`src/rtl/bnn_pixel_loader.sv`:
```
// Input-loading stage: collects NUM_BYTES strobed bytes from the input pins
// into a flat pixel vector and flags load_done for the top-level FSM.
module bnn_pixel_loader #(
  parameter  int N_PIXELS  = 784,
  parameter  int BYTE_W    = 8,
  localparam int NUM_BYTES = N_PIXELS / BYTE_W,
  localparam int CNT_W     = $clog2(NUM_BYTES + 1)
) (
  input  logic                clk,
  input  logic                rst,
  input  logic                en,
  input  logic [BYTE_W-1:0]   data_in,
  input  logic                data_strobe,
  output logic                load_done,
  output logic                busy,
  output logic [CNT_W-1:0]    byte_count,
  output logic [N_PIXELS-1:0] pixels,
  output logic [1:0]          state_dbg
);

  typedef enum logic [1:0] {
    IDLE = 2'd0,
    RECV = 2'd1,
    DONE = 2'd2
  } state_t;

  state_t state, state_next;
  logic   s1, s2, s3;
  logic   accept;
  logic   last_byte;

  // Handshake: data_strobe acts as a valid with no ready. One byte is taken
  // per synchronised rising edge, and only while in RECV; the source must
  // keep data_in stable for 3 clk cycles after raising the strobe.
  assign accept    = s2 & ~s3 & (state == RECV);
  assign last_byte = (byte_count == CNT_W'(NUM_BYTES - 1));

  always_ff @(posedge clk) begin
    if (rst) begin
      state <= IDLE;
    end else begin
      state <= state_next;
    end
  end

  always_comb begin
    state_next = state;
    case (state)
      IDLE: if (en) state_next = RECV;
      RECV: begin
        if (!en) begin
          state_next = IDLE;
        end else if (accept && last_byte) begin
          state_next = DONE;
        end
      end
      DONE: if (!en) state_next = IDLE;
      default: state_next = IDLE;
    endcase
  end

  always_ff @(posedge clk) begin
    if (rst) begin
      s1         <= 1'b0;
      s2         <= 1'b0;
      s3         <= 1'b0;
      byte_count <= '0;
      pixels     <= '0;
    end else begin
      s1 <= data_strobe;
      s2 <= s1;
      s3 <= s2;
      case (state)
        IDLE: begin
          if (en) begin
            byte_count <= '0;
            pixels     <= '0;
          end
        end
        RECV: begin
          // An abort takes priority over a byte landing on the same edge.
          if (!en) begin
            byte_count <= '0;
          end else if (accept) begin
            pixels[int'(byte_count) * BYTE_W +: BYTE_W] <= data_in;
            byte_count <= byte_count + CNT_W'(1);
          end
        end
        default: begin
        end
      endcase
    end
  end

  assign busy      = (state == RECV);
  assign load_done = (state == DONE);
  assign state_dbg = state;

endmodule

```
`config.mk`:
```
export PLATFORM = sky130hd
export DESIGN_NAME = bnn_pixel_loader
export DESIGN_NICKNAME = d
export VERILOG_FILES = /design/src/rtl/bnn_pixel_loader.sv
export SDC_FILE = /design/constraint.sdc
export NUM_CORES = 2
export LEC_CHECK = 0
export BUFFER_PORTS_ARGS = -buffer_cell sky130_fd_sc_hd__buf_2
export CORE_AREA = 2 2 312 314
export CTS_CLUSTER_DIAMETER = 30
export CTS_CLUSTER_SIZE = 40
export DETAILED_ROUTE_END_ITERATION = 8
export DIE_AREA = 0 0 314 316
export GPL_ROUTABILITY_DRIVEN = 0
export PLACE_DENSITY = 0.53
export SKIP_CTS_REPAIR_TIMING = 1
export SLEW_MARGIN = 5
export SYNTH_ARGS = -nofsm -noshare
export SYNTH_HDL_FRONTEND = slang
export SYNTH_SLANG_ARGS = --single-unit
```
`constraint.sdc`:
```
create_clock -name clk -period 4.35 [get_ports clk]
set_clock_uncertainty 0.2 [all_clocks]
set_input_delay 0.87 -clock clk [delete_from_list [all_inputs] [get_ports clk]]
set_output_delay 0.87 -clock clk [all_outputs]
set_load 0.1 [all_outputs]
```
Word level (Yosys, flattened, before mapping)
Cells that the tools add are included.
W data, S select, Z words.
- bits in registers: 796
- input bits: 12
- output and inout bits: 795
- $add $sub $neg: 2
- equality and inequality tests: 9
- shift-type cells: 2
- mux-type cells: 14
- bitwise logic cells: 3
- reductions and logical operators: 6
- operator list (operator ; number):
    $mux W784 ; 3
    $pmux W784 S2 ; 1
    $bwmux W784 ; 1
    $shift A8 B33 Y784 const A ; 1
    $shiftx A8 B33 Y784 ; 1
    $neg A10 Y33 ; 1
    $mux W7 ; 3
    $pmux W7 S2 ; 1
    $mux W2 ; 4
    $add A7 B1 Y7 const B ; 1
    $eq A7 B7 Y1 const B ; 1
    $ne A2 B2 Y1 const B ; 3
    $ne A3 B2 Y1 const B ; 2
    $pmux W2 S3 ; 1
    $reduce_and A3 Y1 ; 2
    $reduce_and A4 Y1 ; 1
    $and A1 B1 Y1 ; 2
    $eq A2 B1 Y1 const B ; 1
    $eq A2 B2 Y1 const B ; 1
    $logic_not A2 Y1 ; 1
    $ne A2 B1 Y1 const B ; 1
    $reduce_bool A2 Y1 ; 1
    $logic_and A1 B1 Y1 ; 1
    $not A1 Y1 ; 1

Longest topological paths before layout
- word-level depth: 7
- mapped depth: 16
- depth with buffers taken out: 11

Least setup slack after synthesis
OpenSTA, ideal clock, no wires.
- kind: register -> register
- from: reg byte_count[0]
- to: reg pixels[388]
- library setup time: 0.065 ns
- arrival: 4.192 ns
- required time: 4.085 ns
- path slack: -0.106 ns
- stages on the path, launching flop included: 15
- buffers on the path: 4
- path through: dfxtp_1 buf_2 clkbuf_1 inv_1 ha_1 buf_2 nor3b_1 nor3b_1 ha_1 nor2b_1 o21a_1 buf_2 o211ai_2 nor3_1 a32o_1
- word-level cells in the longest chain between the ends: 6
- elaborated cells on any way between the ends: 7
- ends and longest elaborated chain (what ; line ; text):
    start: declaration ; 16 ; output logic [CNT_W-1:0] byte_count,
    start signal: assignment ; 86 ; byte_count <= byte_count + CNT_W'(1);
    $neg A10 Y33 * ; 85 ; pixels[int'(byte_count) * BYTE_W +: BYTE_W] <= data_in;
    $shiftx A8 B33 Y784 / $shift A8 B33 Y784 (equally long branches) ; 85 ;
    $bwmux W784 * ; 85 ;
    $mux W784 * ; 84 ; end else if (accept) begin
    $mux W784 * ; 82 ; if (!en) begin
    $pmux W784 S2 * ; 73 ; case (state)
    end signal: indexed assignment ; 85 ;
    end: declaration ; 17 ; output logic [N_PIXELS-1:0] pixels,
Every way passes the cells marked *; elsewhere a longest branch is shown, timed or not. The select of a mux whose other input is x is not followed.
A chain may end at the register's enable or synchronous reset.

Worst setup path after layout
- from: reg byte_count[1]
- to: reg pixels[28]
Same word-level chain as after synthesis.

==> impl_metrics.json <==
{
  "drv_cap": 0,
  "crit_path_max_fanout": 35,
  "finalMaxSlewViolations": 0,
  "ant_nets": 0,
  "ys.flop_type": "dfxtp_1",
  "port_buffers": 806,
  "ys_seq_area_share_pct": 59.1,
  "critical_path_arrival_ns": 4.54,
  "p_int_uw": 16400,
  "drtIter0Drc": 2063,
  "clk_latency_ns": 0.73,
  "met2_usage_pct": 43.1,
  "coreArea_sq_um": 96000,
  "net-switching-power_uw": 5060,
  "leakagePower_uw": 0.0170,
  "num_vias": 25131,
  "holdCritStartpoint": "data_strobe",
  "track_usage_pct": 25.8,
  "first_pass_iters": 5,
  "ys_types": 71,
  "hold_depth": 2,
  "numCtsBuffers": 170,
  "r2r-end": "pixels[28]$_SDFFE_PP0P_",
  "synth-seq-cells": 796,
  "nFillCells": 9489,
  "rr_worst_depth": 12,
  "worst-r2r-setup-slack_ns": 0.24,
  "period_share_pct": 94.6,
  "layout.nets": 3392,
  "setup_tns_ns": 0,
  "drive_above_1_share_pct": 37.4,
  "dieArea_sq_um": 99200,
  "cts_tree": "built",
  "tightestPinTransition_ns": 1.24,
  "busiest_layer": "met2",
  "cp-end-kind": "flop",
  "areaGrowthSynthToFinish_pct": 44.7,
  "swShare_pct": 23.5,
  "ir_worst_vdd_mv": 0.334,
  "synth_async_sr_flop_share_pct": 0,
  "fmax_mhz": 243,
  "synth_area_sq_um": 27000,
  "cp-start-kind": "flop",
  "avgSynthCellArea_sq_um": 11.0,
  "rows": 114,
  "yosysWarnings": 0,
  "status": "complete, no violations",
  "critical_path_class": "reg -> reg",
  "grt_first_pass_wirelength_um": 185000,
  "die_x_um": 314,
  "ios": 807,
  "synthesis.nets": 2467,
  "grt_util_met3_pct": 8.04,
  "worstReg2RegStart": "byte_count[1]$_SDFFE_PP0P_",
  "min_period_ns": 4.11,
  "power_frac_seq_pct": 34.1,
  "synth_edf_count": 0,
  "grt_max_degree": 42,
  "path_clk_slew_ns": 0.04,
  "required_ns": 4.78,
  "powerDensity_nw_per_um2": 550,
  "finalSetupViolations": 0,
  "netlist_instances": 2451,
  "cts_sinks": 796,
  "hpwl_um": 97800,
  "min_to": "s1$_SDFF_PP0_",
  "gr-usage-met1_pct": 30.8,
  "initial_core_util_pct": 28.1,
  "rsz0062_at_grt": "no",
  "wl_per_cell_um": 27.9,
  "clockPowerShare_pct": 62.2,
  "clockBufferDepth": 3,
  "antenna_found_initial": 2,
  "hold_viol_final": 0,
  "slew_headroom_pct": 17.2,
  "drc": 0,
  "hp-class": "in -> reg",
  "power.total_uw": 21500,
  "die_y_um": 316,
  "combinationalPowerShare_pct": 3.8,
  "htreeDepth": 4,
  "grt_pass1_vias": 24299,
  "avgViaCountPerCell": 5.24,
  "root_buffer": "clkbuf_16",
  "grt-ovfl-total": 0,
  "routed_wl_um": 134000
}
worst max-delay path by stage:
stage	start	to	slack, ns	cells past startpoint
3_3_place_gp	byte_count[1]$_SDFFE_PP0P_	pixels[19]$_SDFFE_PP0P_	0.36	12
4_1_cts	byte_count[1]$_SDFFE_PP0P_	pixels[28]$_SDFFE_PP0P_	0.33	12
2_1_floorplan	byte_count[1]$_SDFFE_PP0P_	pixels[388]$_SDFFE_PP0P_	0.21	13
3_5_place_dp	byte_count[1]$_SDFFE_PP0P_	pixels[28]$_SDFFE_PP0P_	0.34	12
5_1_grt	byte_count[1]$_SDFFE_PP0P_	pixels[29]$_SDFFE_PP0P_	0.02	12
6_report	byte_count[1]$_SDFFE_PP0P_	pixels[28]$_SDFFE_PP0P_	0.24	12
critical path, stage by stage, from the launching register on:
cell and delay [ns]:
dfxtp_1 0.30, inv_1 0.10, ha_1 0.18, nor3b_1 0.28
nor3b_1 0.29, ha_1 0.20, nor2b_1 0.17, o21a_1 0.45
nand3_2 0.55, nor2_2 0.23, buf_4 0.38, a31oi_1 0.35
a32o_1 0.31
sequential cells by signal, summed over array words and instances (netlist names):
name,count
pixels,784
state_dbg,2
s1,1
byte_count,7
s3,1
s2,1
cell usage in the layout (no fill, tap or decap), types with 7 or more instances in the layout:
master / instances
o21ai_1: 28
buf_2: 806
nand4_1: 11
clkbuf_8: 33
nor3_1: 25
clkbuf_1: 19
buf_4: 109
nor2b_1: 12
nor2_2: 8
dfxtp_1: 795
nor2_1: 87
nand2b_1: 13
clkinvlp_4: 18
o21a_1: 9
a32o_1: 155
bufinv_16: 19
clkinv_2: 26
and3_1: 9
a21oi_1: 45
o21ai_0: 129
nor2b_4: 7
nand2_1: 282
a22o_1: 277
o2bb2ai_1: 177
a21oi_2: 17
a31oi_2: 15
inv_6: 8
clkinv_4: 8
clkbuf_16: 172
a31oi_1: 15
nand3_1: 35
a41oi_1: 8
metrics by stage:
step	util (%)	area, sq um	cells	hold WS, ns	worst slack (ns)
floorplan	-	27000	2451	0.214	0.206
global placement	34.3	33000	4480	0.229	0.357
detailed placement	34.3	33000	4480	0.235	0.343
CTS	40.7	39000	4794	0.109	0.329
global route	40.7	39000	4794	0.161	0.0223
finish	40.7	39000	4796	0.155	0.237
area by class of cell:
class | instances | area, sq um | share of cell area (%)
diodes | 2 | 5.00 | 0.0128
clock buffers | 224 | 4830 | 12.4
clock inverters | 90 | 1240 | 3.17
inverters | 6 | 22.5 | 0.0577
multi-input cells | 1483 | 10500 | 26.8
flip-flops and latches | 796 | 15900 | 40.8
well taps | 1276 | 1600 | 4.09
repair buffers | 919 | 4930 | 12.6
layer usage:
metal	part of all wire (%)	vias to the layer above
met2	48	1159
li1	-	11249
met1	40	12454
met3	8.3	269
met4	3.8	0
met5	0	-
kinds of logic (layout without fill, tap and decap cells):
logic type	count (synthesis)	after routing	share of synthesized area, %
AO/OA/AOI/OAI	913	913	27.8
XOR/XNOR	10	10	0.325
adder cells (fa/ha/maj)	4	4	0.186
buffers and inverters	172	1239	2.68
flip-flops	796	796	59.1
multiplexers	4	4	0.148
other	0	2	0
AND/OR/NAND/NOR	552	552	9.78
power by group through the flow:
stage | registers (uW) | clock network, uW | logic (uW)
floorplan | 7470 | 0 | 391
global placement | 7450 | 0 | 801
detailed placement | 7450 | 0 | 801
CTS | 7320 | 13500 | 802
global route | 7310 | 13900 | 840
finish | 7320 | 13400 | 806
cell usage after synthesis, types with 11 or more instances:
cell       number  area, sq um
a31oi_1        15         93.8
a32o_1        155         1550
a31oi_2        15          188
a21oi_2        17          149
nand2_1       283         1060
dfxtp_1       796        15900
nor2b_1        19          119
nor2_1         96          360
o2bb2ai_1     177         1550
nand4_1        11         68.8
buf_2          29          145
a22o_1        277         2430
nand3_1        35          175
nor3_1         27          135
o21ai_1        28          140
clkbuf_1      114          428
o21ai_0       129          646
a21oi_1        46          230
buf_1          16         60.1
nand2b_1       13         81.3
Power figures use the tool's default switching activity.
